<file path="config.mk">
export PLATFORM = sky130hd
export DESIGN_NAME = alarm_clock_controller
export DESIGN_NICKNAME = d
export VERILOG_FILES = /design/src/rtl/alarm_clock_controller.sv
export SDC_FILE = /design/constraint.sdc
export NUM_CORES = 1
export LEC_CHECK = 0
export CAP_MARGIN = 20
export CORE_UTILIZATION = 57
export CTS_CLUSTER_SIZE = 16
export DETAILED_ROUTE_END_ITERATION = 8
export GPL_TIMING_DRIVEN = 1
export PLACE_DENSITY = 0.95
export SLEW_MARGIN = 5
export SYNTH_ARGS = -nofsm -noshare
export SYNTH_HDL_FRONTEND = slang
export SYNTH_SLANG_ARGS = --single-unit
</file>
<file path="constraint.sdc">
create_clock -name clk -period 3.11 [get_ports clk]
set_input_delay 0.622 -clock clk [delete_from_list [all_inputs] [get_ports clk]]
set_output_delay 0.622 -clock clk [all_outputs]
set_load 0.01 [all_outputs]
</file>
<file path="src/rtl/alarm_clock_controller.sv">
// Timekeeping and alarm sequencer: 12-hour time and alarm registers, alarm FSM
// (off/armed/ringing/snoozed) and the gated square-wave buzzer output.
module alarm_clock_controller #(
  parameter int ALARM_STEP   = 10,
  parameter int SNOOZE_SEC   = 300,
  parameter int RING_TIMEOUT = 60
) (
  input  logic       clk,
  input  logic       reset,
  input  logic       tick_1hz,
  input  logic       tick_tone,
  input  logic       sec_adj,
  input  logic       min_adj,
  input  logic       hrs_adj,
  input  logic       al_adj,
  input  logic       al_toggle,
  input  logic       snooze,
  output logic [5:0] seconds,
  output logic [5:0] minutes,
  output logic [3:0] hours,
  output logic [5:0] al_minutes,
  output logic [3:0] al_hours,
  output logic       al_on,
  output logic       ringing,
  output logic       buzzer_out
);

  localparam int RW = $clog2(RING_TIMEOUT + 1);
  localparam int SW = $clog2(SNOOZE_SEC + 1);
  localparam logic [RW-1:0] RING_LAST = RW'(RING_TIMEOUT - 1);
  localparam logic [SW-1:0] SNZ_LOAD  = SW'(SNOOZE_SEC);
  localparam logic [6:0]    AL_STEP   = 7'(ALARM_STEP);

  typedef enum logic [1:0] {S_OFF, S_ARMED, S_RINGING, S_SNOOZED} state_t;

  state_t        r_state, w_state_nxt;
  logic [5:0]    r_sec, r_min, r_al_min;
  logic [3:0]    r_hrs, r_al_hrs;
  logic [RW-1:0] r_ring_cnt, w_ring_nxt;
  logic [SW-1:0] r_snz_cnt, w_snz_nxt;
  logic          r_beep, w_beep_nxt;
  logic          r_tone, r_buzzer;
  logic          w_sec_carry, w_min_carry, w_match;
  logic [6:0]    w_al_sum;

  // Carries come only from the 1 Hz chain; adjust-driven wraps stay local.
  assign w_sec_carry = tick_1hz & (r_sec == 6'd59);
  assign w_min_carry = w_sec_carry & (r_min == 6'd59);
  assign w_al_sum    = {1'b0, r_al_min} + AL_STEP;
  assign w_match     = (r_hrs == r_al_hrs) & (r_min == r_al_min) & (r_sec == 6'd0);

  always_ff @(posedge clk) begin
    if (reset) begin
      r_sec    <= 6'd0;
      r_min    <= 6'd0;
      r_hrs    <= 4'd0;
      r_al_min <= 6'd0;
      r_al_hrs <= 4'd0;
    end else begin
      if (tick_1hz | sec_adj)
        r_sec <= (r_sec == 6'd59) ? 6'd0 : r_sec + 6'd1;
      if (w_sec_carry | min_adj)
        r_min <= (r_min == 6'd59) ? 6'd0 : r_min + 6'd1;
      if (w_min_carry | hrs_adj)
        r_hrs <= (r_hrs == 4'd11) ? 4'd0 : r_hrs + 4'd1;
      if (al_adj) begin
        if (w_al_sum >= 7'd60) begin
          r_al_min <= 6'(w_al_sum - 7'd60);
          r_al_hrs <= (r_al_hrs == 4'd11) ? 4'd0 : r_al_hrs + 4'd1;
        end else begin
          r_al_min <= w_al_sum[5:0];
        end
      end
    end
  end

  always_ff @(posedge clk) begin
    if (reset) begin
      r_state    <= S_OFF;
      r_ring_cnt <= '0;
      r_snz_cnt  <= '0;
      r_beep     <= 1'b0;
      r_tone     <= 1'b0;
      r_buzzer   <= 1'b0;
    end else begin
      r_state    <= w_state_nxt;
      r_ring_cnt <= w_ring_nxt;
      r_snz_cnt  <= w_snz_nxt;
      r_beep     <= w_beep_nxt;
      r_tone     <= r_tone ^ tick_tone;
      r_buzzer   <= (r_state == S_RINGING) & r_beep & r_tone;
    end
  end

  // Priority inside each state: al_toggle, then snooze, then match/tick.
  always_comb begin
    w_state_nxt = r_state;
    w_ring_nxt  = r_ring_cnt;
    w_snz_nxt   = r_snz_cnt;
    w_beep_nxt  = r_beep;
    case (r_state)
      S_OFF: begin
        if (al_toggle) w_state_nxt = S_ARMED;
      end
      S_ARMED: begin
        if (al_toggle) begin
          w_state_nxt = S_OFF;
        end else if (w_match) begin
          w_state_nxt = S_RINGING;
          w_ring_nxt  = '0;
          w_beep_nxt  = 1'b1;
        end
      end
      S_RINGING: begin
        if (al_toggle) begin
          w_state_nxt = S_OFF;
        end else if (snooze) begin
          w_state_nxt = S_SNOOZED;
          w_snz_nxt   = SNZ_LOAD;
        end else if (tick_1hz) begin
          if (r_ring_cnt == RING_LAST) begin
            w_state_nxt = S_ARMED;
          end else begin
            w_ring_nxt = r_ring_cnt + RW'(1);
            w_beep_nxt = ~r_beep;
          end
        end
      end
      S_SNOOZED: begin
        if (al_toggle) begin
          w_state_nxt = S_OFF;
        end else if (tick_1hz) begin
          if (r_snz_cnt == SW'(1)) begin
            w_state_nxt = S_RINGING;
            w_ring_nxt  = '0;
            w_beep_nxt  = 1'b1;
          end else begin
            w_snz_nxt = r_snz_cnt - SW'(1);
          end
        end
      end
      default: w_state_nxt = S_OFF;
    endcase
  end

  assign seconds    = r_sec;
  assign minutes    = r_min;
  assign hours      = r_hrs;
  assign al_minutes = r_al_min;
  assign al_hours   = r_al_hrs;
  assign al_on      = (r_state != S_OFF);
  assign ringing    = (r_state == S_RINGING);
  assign buzzer_out = r_buzzer;

endmodule

</file>
### After elaboration in Yosys (flattened, before gate mapping)

Index checks and enable logic that the tools add are counted.

| word-level totals | value |
|---|---|
| register bits | 46 |
| output and inout port bits | 29 |
| logic and storage cells | 110 |
| input bits | 10 |

| cells by class | value |
|---|---|
| bitwise operators | 11 |
| equality and inequality tests | 28 |
| muxes and demuxes | 42 |
| magnitude comparators | 1 |
| add/sub/neg operators | 8 |
| reduce and logical (&&, ||, !) cells | 9 |

Operator list:

| cell | count |
|---|---|
| $mux 6 | 12 |
| $mux 9 | 5 |
| $ne 2x2->1 const B | 12 |
| $mux 2 | 10 |
| $add 6x1->6 const B | 3 |
| $eq 6x6->1 const B | 3 |
| $pmux 6 s3 | 1 |
| $pmux 9 s2 | 1 |
| $reduce_and 6->1 | 2 |
| $reduce_and 10->1 | 1 |
| $eq 9x1->1 const B | 1 |
| $mux 1 | 9 |
| $ne 3x3->1 const B | 3 |
| $sub 9x1->9 const B | 1 |
| $add 4x1->4 const B | 2 |
| $eq 4x4->1 const B | 2 |
| $mux 4 | 2 |
| $pmux 2 s4 | 1 |
| $add 6x4->7 const B | 1 |
| $ge 7x6->1 const B | 1 |
| $and 1x1->1 | 6 |
| $eq 6x6->1 | 1 |
| $logic_not 6->1 | 1 |
| $sub 6x6->6 const B | 1 |
| 13 further kinds | 17 |

### Longest topological paths before layout

Gate-level depths: netlist of run 1.

| logic depth | value |
|---|---|
| word-level depth | 6 |
| depth in mapped cells | 8 |
| gate-level depth less buffers | 8 |

### Least setup slack after synthesis of run 1

OpenSTA, ideal clock, no wires.

| path | value |
|---|---|
| kind | reg-to-reg |
| from | register r_al_min[2], in the netlist al_minutes[2] |
| to | register r_al_hrs[0], in the netlist al_hours[0] |
| buffers on the path | 0 |
| setup time | 70 ps |
| data arrival time | 2,117 ps |
| path slack | 923 ps |
| clock period less this slack | 2,187 ps |
| cell stages (with the launch flop) | 8 |
| required time | 3,040 ps |
| path through | dfxtp_1 inv_1 ha_1 nor2b_1 a2111oi_0 o21ai_1 a311o_1 a21oi_1 |

| between the ends | value |
|---|---|
| longest elaborated chain between the ends | 3 |

Ends and longest elaborated chain:

| what | line | source |
|---|---|---|
| from (decl) | 37 | `logic [5:0] r_sec, r_min, r_al_min;` |
| from (signal assigned) | 68 | `r_al_min <= 6'(w_al_sum - 7'd60);` |
| from (signal assigned) | 71 | `r_al_min <= w_al_sum[5:0];` |
| $add 6x4->7 | 49 | `assign w_al_sum = {1'b0, r_al_min} + AL_STEP;` |
| $ge 7x6->1 | 67 | `if (w_al_sum >= 7'd60) begin` |
| $reduce_and 2->1 (no line) | - |  |
| to (signal assigned) | 69 | `r_al_hrs <= (r_al_hrs == 4'd11) ? 4'd0 : r_al_hrs + 4'd1;` |
| to (decl) | 38 | `logic [3:0] r_hrs, r_al_hrs;` |

Every way passes these cells.
A chain may end at the register's enable or synchronous reset.

### Final worst setup path of run 1

Same ends and word-level chain as after synthesis.

==> metrics.txt, run 1 <==
commonest non-fill, non-tap cell in the layout=dfxtp_1; number of max-cap violations=0; Yosys Warn Count=0; Period Utilization, post-route=79.7%; post-DP HPWL=4640 um; asr flop ratio synth=0%; setup tns final=0 ns; Min-Delay Path Class=reg -> reg; Worst Path Required=between 3 and 4 ns; largest net degree at the start of global routing=19; CTS Sinks=45; Post-CTS Hold Fix Bufs=0; number of CTS-inserted buffers=5; # diodes=0; die height=71 um; Arrival @ worst endpoint=between 2 and 3 ns; global-route usage over all layers=26.2%; fmax=404 MHz; register area share after synthesis=33.2%; skew final=0.00965 ns; die area=5040 um^2; commonest non-fill, non-tap cells in the layout=dfxtp_1 (45), nor2_1 (39), clkdlybuf4s50_1 (37); Hold WS=0.498 ns; RSZ-0062 raised after global routing=no; CTS Buffer Depth=2; placement row count=24; Mapped Avg Cell Area=slightly above 8 um^2; number of flops mapped to enable cells by yosys=0; worst slew pin tran=0.626 ns; Power Total=1.22 mW; power per cell area=384 nW/um^2; Setup-failing EPs final=0; gr ovfl total=0; critical path type=reg -> reg; antenna-violating nets left=0; wire per inst=15.2 um; Chip Width=71 um; Max VDD drop=0.000186 V; Area growth syn-to-layout=17.7%; first-pass GRT wire length=10700 um; Critical Path End Type=flop; Max transition margin=approximately 58%; I/O Buffers=37; Top Family by Delay on Critical Path=compound AO/OA/AOI/OAI gates; detailed-route via count=2650; CTS tree=built; clk_lat worst skew=0.30 ns; CTS H-tree depth=2; CTS-repair resized insts=0; Post-Route WL=6390 um; LEAKAGE=1.21 nW; Cell variety after synth=57; Slew Limit Fails=0; DR vias/cell=6.29; Yosys reg bits=45; post-CTS setup buffers=0; critical-path cell list=inv_1 > ha_1 > nor2b_1 > a2111oi_0 > o21ai_1 > a311o_1 > a21oi_1; Synth Cell Area=2710 um^2; DRT iter0 DRCs=169; Initial Utilization=60.7%; vias in the first global route=2353; initial antenna violation count=0; Mapped Nets=358; Setup crit start kind=flop; Top FF cell, synth=dfxtp_1; Gate Count Post-Synth=~340; endpoints failing hold=0; share of cells above drive strength 1=4.07%; CP max stage delay=around 0.48 ns; clk root buf=clkbuf_8; global placement routability congestion=0.924; status=finished with violations; Nets=390; failing checks=DRC; core box area=4470 um^2; Buf+Inv Stages, Crit Path=1; num ports=39; Worst-path clk slew=~0.08 ns; Tmin final=roughly 2.5 ns; drt pass-1 iters=7; slowest CP cell=dfxtp_1; DR DRC count=1; CP Max Fanout=8
[path summary, 6_finish.rpt]
check	depth (start not counted)	end	from	slack (ns)
min	2	r_snz_cnt[7]	r_snz_cnt[7]	0.50
max reg2reg	7	al_hours[0]	al_minutes[2]	0.63
min reg2reg	2	r_snz_cnt[7]	r_snz_cnt[7]	0.50
max	7	al_hours[0]	al_minutes[2]	0.63
[routing by layer]
layer / share of wire, % / routed length [um] / vias to the layer above / GRT usage (%)
li1: - / - / 1284 / -
met1: 46 / 2940 / 1262 / 34.5
met2: 47 / 3030 / 88 / 43.2
met3: 4.9 / 311 / 16 / 4.99
met4: 1.6 / 105 / 0 / 8.89
met5: 0 / 0 / - / 0
[layout make-up]
type / count / area [um^2]
Tap cell: 52 / 65.1
Sequential cell: 45 / 901
Timing Repair Buffer: 39 / 385
Fill cell: 357 / 1280
Clock buffer: 7 / 86.3
Multi-Input combinational cell: 258 / 1680
Inverter: 20 / 75.1
[where the power goes]
| group | leakage [nW] | total, mW | switching, mW | internal [mW] |
|---|---|---|---|---|
| Clock | 0.0443 | 0.370 | 0.194 | 0.177 |
| Combinational | 0.799 | 0.220 | 0.110 | 0.109 |
| Sequential | 0.365 | 0.635 | 0.0387 | 0.596 |
[flip-flops by register name (all words and copies together), names as in the netlist]
signal,count
r_snz_cnt,9
r_beep,1
al_hours,4
minutes,6
buzzer_out,1
seconds,6
r_ring_cnt,6
r_tone,1
hours,4
al_minutes,5
r_state,2
[synth_stat cells, types with 2 or more instances]
library cell / instances / area, um^2
dfxtp_1: 45 / 901
or2_2: 2 / 12.5
and4b_1: 2 / 20.0
or3b_2: 2 / 17.5
nand4_1: 7 / 43.8
nand2_1: 23 / 86.3
a31oi_1: 9 / 56.3
nand3_1: 12 / 60.1
nor2b_1: 5 / 31.3
nand4b_1: 3 / 26.3
ha_1: 11 / 138
nor3_1: 6 / 30.0
o32ai_1: 2 / 17.5
inv_1: 19 / 71.3
xor2_1: 6 / 52.6
a21oi_1: 19 / 95.1
a211oi_1: 5 / 37.5
o31ai_1: 3 / 22.5
or4_1: 4 / 30.0
xnor2_1: 20 / 175
o21ai_0: 16 / 80.1
nor4_1: 5 / 31.3
nand2b_1: 4 / 25.0
mux2i_1: 8 / 80.1
nor2_1: 39 / 146
a221o_1: 5 / 50.1
or3_1: 7 / 43.8
nand3b_1: 2 / 15.0
and3_1: 8 / 50.1
clkbuf_1: 11 / 41.3
[cells by family (layout without fill, tap and decap cells)]
| family | Yosys count | count (layout) | share of synthesized area [%] |
|---|---|---|---|
| simple gates | 136 | 136 | 26.4 |
| compound gates | 75 | 75 | 18.6 |
| flops | 45 | 45 | 33.2 |
| buf+inv | 34 | 66 | 4.89 |
| xor+xnor | 26 | 26 | 8.39 |
| fa+ha+maj | 11 | 11 | 5.07 |
| mux | 9 | 9 | 3.37 |
| other cells | 1 | 1 | 0.138 |
[worst reg2reg max path, delay by kind of cell (launching register included)]
kind	cells	cell delay, ns
adder cells (fa/ha/maj)	1	0.36
buffers and inverters	1	0.08
AO/OA/AOI/OAI	4	1.30
flip-flops	1	0.48
AND/OR/NAND/NOR	1	0.19
[metrics by stage]
stage / area (um^2) / utilization [%] / worst slack [ns] / std cells
after global placement: 3110 / 69.4 / 0.518 / 414
after CTS: 3190 / 71.4 / 0.659 / 421
after global routing: 3190 / 71.4 / 0.427 / 421
final: 3190 / 71.4 / 0.633 / 421
after floorplan: 2710 / - / 0.923 / 337
after detailed placement: 3110 / 69.4 / 0.418 / 414
Power figures use the tool's default switching activity.
==> run 2, diff against run 1 <==
- CORE_UTILIZATION: 57 -> 49
- PLACE_DENSITY: 0.95 -> 0.88
- clock period: 3.11 -> 2.2 ns (I/O delays scaled with it)
==> metrics.txt, run 2 (synthesis results as in run 1) <==
Sw Ratio=27.6% (-0.41 points); setup tns final=0 ns (unchanged); critical path type=reg -> reg; I/O Buffers=37 (unchanged); number of max-cap violations=0 (unchanged); post-DP HPWL=4990 um (+7.7%); max reg flops=9 (unchanged); Area growth syn-to-layout=30.7%; Int Pwr=1.30 mW (+48%); Top reg by flops=r_snz_cnt; Slew Limit Fails=0 (unchanged); Min-Delay Startpoint=r_tone; skew final=0.00552 ns (-0.00412 ns); Core Util, Final=68.1% (-3.2 points); Nets=425 (+9.0%); Critical Path End Type=flop; commonest non-fill, non-tap cells in the layout=dfxtp_1 (43), nor2_1 (39), clkdlybuf4s50_1 (37), buf_4 (37), nand2_1 (23); detailed-route via count=2750 (+3.8%); Setup crit start kind=flop; clk_lat worst skew=0.30 ns (about the same); worst slew pin tran=0.524 ns (-0.102 ns); clk root buf=clkbuf_8; Min-Delay Path Class=reg -> reg; initial antenna violation count=0 (unchanged); Arrival @ worst endpoint=2.35 ns (-0.36 ns); DR vias/cell=5.80 (-7.8%); final instance area=3550 um^2 (+11%); DR DRC count=0 (-1); drt pass-1 iters=5 (-2); Chip Width=76.4 um (+7.6%); power per cell area=508 nW/um^2 (+32%); Max VDD drop=0.000315 V (+69%); Worst-path clk slew=0.08 ns (about the same); clock share of power=28.5% (-1.7 points); die height=76.4 um (+7.6%); share of cells above drive strength 1=14.4% (+10 points); CTS Sinks=45 (unchanged); num ports=39 (unchanged); Hold Crit Endpoint=buzzer_out; placement row count=26 (+8.3%); endpoints failing hold=0 (unchanged); global placement routability congestion=0.945 (+2.3%); status=completed; Post-Route WL=6890 um (+7.8%); Multi-input gate area=1740 um^2 (+3.8%); CTS H-tree depth=2 (unchanged); non-filler cells, final=474 (+13%); first-pass GRT wire length=11500 um (+7.8%); filler cell count=400 (+12%); CTS Buffer Depth=2 (unchanged); Hold WS=0.500 ns (+0.00172 ns); setup ws final=0.0487 ns (-0.584 ns); gr ovfl total=0 (unchanged); R2R Path Start=al_minutes[1]; # diodes=0 (unchanged); RSZ-0062 raised after global routing=yes; Setup-failing EPs final=0 (unchanged); register area=906 um^2 (+0.56%); Worst Path Required=2.39 ns (-0.95 ns); RR Endpoint=r_ring_cnt[4]; Flop pwr share=48.5% (-3.3 points); global-route usage over all layers=24.1% (-2.1 points); CP Max Fanout=6 (-2); antenna-violating nets left=0 (unchanged); r2r worst-path depth=5 (-2); dpl ws=-0.118 ns (-0.536 ns); number of CTS-inserted buffers=5 (unchanged); CTS tree=built; Period Utilization, post-route=97.8% (+18 points); worst hold stages=1 (-1); Placed Cells=466 (+13%); Initial Utilization=52.1% (-8.5 points); Psw=0.497 mW (+45%); Tmin final=2.15 ns (-0.326 ns); die area=5840 um^2 (+16%); Power Total=1.80 mW (+47%); Max transition margin=64.7% (+6.9 points); core box area=5200 um^2 (+16%); commonest non-fill, non-tap cell in the layout=dfxtp_1; combinational fraction of design power=23.0% (+5.1 points); r2r setup slk=0.05 ns (-0.58 ns); LEAKAGE=1.40 nW (+15%); fmax=465 MHz (+15%); largest net degree at the start of global routing=25 (+6); vias in the first global route=2547 (+8.2%); placed cell area=3380 um^2 (+8.9%); wire per inst=14.5 um (-4.2%); DRT iter0 DRCs=197 (+17%)
==> run 2: changes by cell type in the layout (fill, tap and decap cells not counted), sizes merged <==
| cell | change |
|---|---|
| buf | +35 |
==> run 2: timing repair <==
item | 4_1_cts | 5_1_grt
buffers inserted | 0 | 1
hold buffers | 0 | 0
resized for setup | 3 | 11
endpoints found under the hold margin | 0 | 0
endpoints found under the setup margin | 7 | 11
==> run 2: how the worst max path moves through the flow <==
stage,start,to,slack [ns],cells after the start
2_1_floorplan,al_minutes[2],al_hours[0],0.01,7
3_3_place_gp,tick_1hz,r_ring_cnt[5],-0.03,7
3_5_place_dp,seconds[0],r_ring_cnt[4],-0.12,7
4_1_cts,seconds[0],r_ring_cnt[4],0.002,7
5_1_grt,seconds[0],r_ring_cnt[3],-0.04,7
6_report,al_minutes[1],r_ring_cnt[4],0.05,5
==> run 2: power by group through the flow <==
stage | clock (mW) | sequential (mW) | combinational [mW]
finish | 0.513 | 0.872 | 0.415
detailed placement | 0 | 0.888 | 0.385
global placement | 0 | 0.885 | 0.375
CTS | 0.526 | 0.869 | 0.390
global route | 0.560 | 0.877 | 0.452
floorplan | 0 | 0.905 | 0.201
==> run 2: worst max-delay path: stages, from the launching register on <==
cell,delay (ns)
dfxtp_1,0.56
xnor2_1,0.20
nand4_1,0.14
or4_4,0.46
o311a_4,0.35
a221o_1,0.34
==> run 2: layer usage <==
metal | GRT usage, % | up-vias | wire [um]
met4 | 9.62 | 0 | 182
li1 | - | 1355 | -
met3 | 4.91 | 17 | 316
met1 | 30.8 | 1283 | 3110
met5 | 0 | - | 0
met2 | 39.5 | 95 | 3280
==> run 2: final cells by class <==
class	count	area share, %
timing repair buffer	74	18.3
sequential	45	25.5
clock buffer	7	2.43
multi-input combinational	258	49.2
tap	70	2.47
inverter	20	2.12
==> run 3, diff against run 2 <==
- HOLD_SLACK_MARGIN: default -> 0.05
==> results of run 3 <==
Same layout as run 2: the final DEF is identical, and so are final timing and power.
==> edit, RTL diff (config.mk and constraints of run 2) <==
`SNOOZE_SEC`: 300 -> 150.
--- a/src/rtl/alarm_clock_controller.sv
+++ b/src/rtl/alarm_clock_controller.sv
@@ -4,3 +4,3 @@
   parameter int ALARM_STEP   = 10,
-  parameter int SNOOZE_SEC   = 300,
+  parameter int SNOOZE_SEC   = 150,
   parameter int RING_TIMEOUT = 60
Formal check against the unedited RTL: no difference found for any inputs over 10 cycles, from zero or initial values and one cycle with reset high; that may be too few to reach the edited logic, so the function may still have changed.
==> edit against run 2 <==
  * Core utilization decreased by 1.9 points
  * Clock power rose by 65%
  * Clock skew grew 0.0029 ns
  * Synthesized cell count shrank 12%
  * Non-clock buffer count is 20 lower
  * Area after synthesis fell by 7.5%
  * Sequential power down 0.7%
  * Sequential share of layout area increased by 2.1 points
  * Cell area down 10%
  * Worst setup slack gained 0.057 ns
  * Sequential cell count down 1
  * Routed wire length shrank 15%
  * Power increased by 12%
  * Critical path type is now reg -> out
  * Highest routed layer unchanged
==> edit: results (changes against run 2) <==
status complete, no violations; Leakage 1.172 nW (-16%); critical path data arrival time 1.65 ns (-0.70 ns); max FFs per register 8 (-1); later-pin clock latency in the skew report 0.30 ns (about the same); DRT iter0 DRCs 133 (-32%); skew final 0.008378 ns (+0.002853 ns); Commonest cells post-synth 44 x dfxtp_1, 37 x nor2_1, 19 x nand2_1, 18 x a21oi_1, 15 x inv_1; vias in the first global route 2123 (-17%); worst hold path type reg -> reg; RR Startpoint al_minutes[2]; first-pass GRT wire length 9301 um (-19%); R2R depth 7 (+2); initial antenna violation count 0 (unchanged); crit path max fanout 10 (+4); largest register by flop count r_snz_cnt; layout cells sized above 1 0.1063 (-0.03724); end of the worst register-to-register path al_minutes[2]; CTS buffer count 5 (unchanged); post-route insts no fill 415 (-12%); Post-CTS Setup Repair Bufs 0 (unchanged); Worst IR Drop VDD 0.4355 mV (+38%); overall routing resource usage 0.2219 (-0.01884); R2R setup slack 0.12 ns (+0.07 ns); Synth area leaders dfxtp_1 35%, nor2_1 5.5%, ha_1 5.5%; vias 2355 (-14%); largest net degree at the start of global routing 15 (-40%); Avg Cell Area, Syn 8.484 sq um (+5.3%); WHS 0.4562 ns (-0.04383 ns); global placement routability congestion 0.8560 (-9.4%); clock-pin slew on the worst setup and hold paths 0.09 ns; sequential element share of the synthesized area 0.3508 (+0.01882); distinct cell type count of the synthesized netlist 57 (unchanged); CP endpoint ringing; diode count 0 (unchanged); synth warn 0 (unchanged); CTS H-tree depth 2 (unchanged); setup_tns 0 ns (unchanged); Root Buffer clkbuf_8; post-detail-place hpwl 4186 um (-16%); async set-reset flop share out of synthesis 0 (unchanged); WL final 5850 um (-15%); post-synth net total 317 (-11%); Clock Tree Buf Depth 2 (unchanged); Fillers 390 (-2.5%); Critical Path Start r_state[1]; PostCTS Resize Cnt 0 (-3); PortBufs 37 (unchanged); Pre-antenna DRT Iters 4 (-1); Layout Nets 368 (-13%); dpl cells 407 (-13%)
[edit: cell count changes after synthesis, moves of 3 or more]
cell	change
nand2_1	-4
a221o_1	-5
nor4_1	-5
and3_1	-6
nand4_1	+3
or3_1	-4
clkbuf_1	-7
o211ai_1	+5
inv_1	-4
xnor2_1	-6
o21a_1	+5
xor2_1	+5
[edit: through the flow]
| stage | instance area, sq um | worst slack, ns |
|---|---|---|
| 3_3_place_gp | 3029 | 0.1246 |
| 4_1_cts | 3188 | 0.06003 |
| 5_1_grt | 3189 | 0.02723 |
| 2_1_floorplan | 2511 | 0.1647 |
| 3_5_place_dp | 3029 | 0.06168 |
| 6_report | 3189 | 0.1056 |
[edit: report_power, final]
group          internal [mW]  switching, mW
Sequential             0.823         0.0432
Combinational          0.153          0.142
Clock                  0.568          0.280
Total                   1.54          0.465
[edit: cell type report]
cell class,count,area share
clock buffer,5,0.02158
clock inverter,3,0.02825
inverter,15,0.01765
multi-input combinational,227,0.4735
sequential,44,0.2766
tap,67,0.02628
timing repair buffer,54,0.1561
[edit: worst min-delay path by stage]
stage                       from          to  depth (start not counted)
after global placement    r_beep  buzzer_out                          2
after CTS                 r_beep  buzzer_out                          2
final                     r_beep  buzzer_out                          2
after floorplan           r_beep  buzzer_out                          2
after detailed placement  r_beep  buzzer_out                          2
after global routing      r_beep  buzzer_out                          2
[edit: worst max-delay path: stages (launching register included)]
cell and delay [ns]:
dfxtp_1 0.56, nand2b_4 0.14, inv_1 0.11, clkdlybuf4s50_1 0.55
[edit: routing by layer]
metal / vias up / track usage / share of wire
met1: 1094 / 0.2619 / 0.44
met2: 81 / 0.3863 / 0.48
met5: - / 0 / 0
met4: 0 / 0.09615 / 0.018
li1: 1168 / - / -
met3: 12 / 0.04664 / 0.061
[edit: cells by family (layout without fill, tap and decap cells)]
logic type,count (synthesis),in the layout,share of synthesized area
muxes,7,7,0.02840
buffers and inverters,25,77,0.04783
adders and majority gates,11,11,0.05481
DFF,44,44,0.3508
other,1,1,0.001493
AOI/OAI and AO/OA,71,71,0.1908
and+or+nand+nor,112,112,0.2387
xor gates and xnor gates,25,25,0.08719
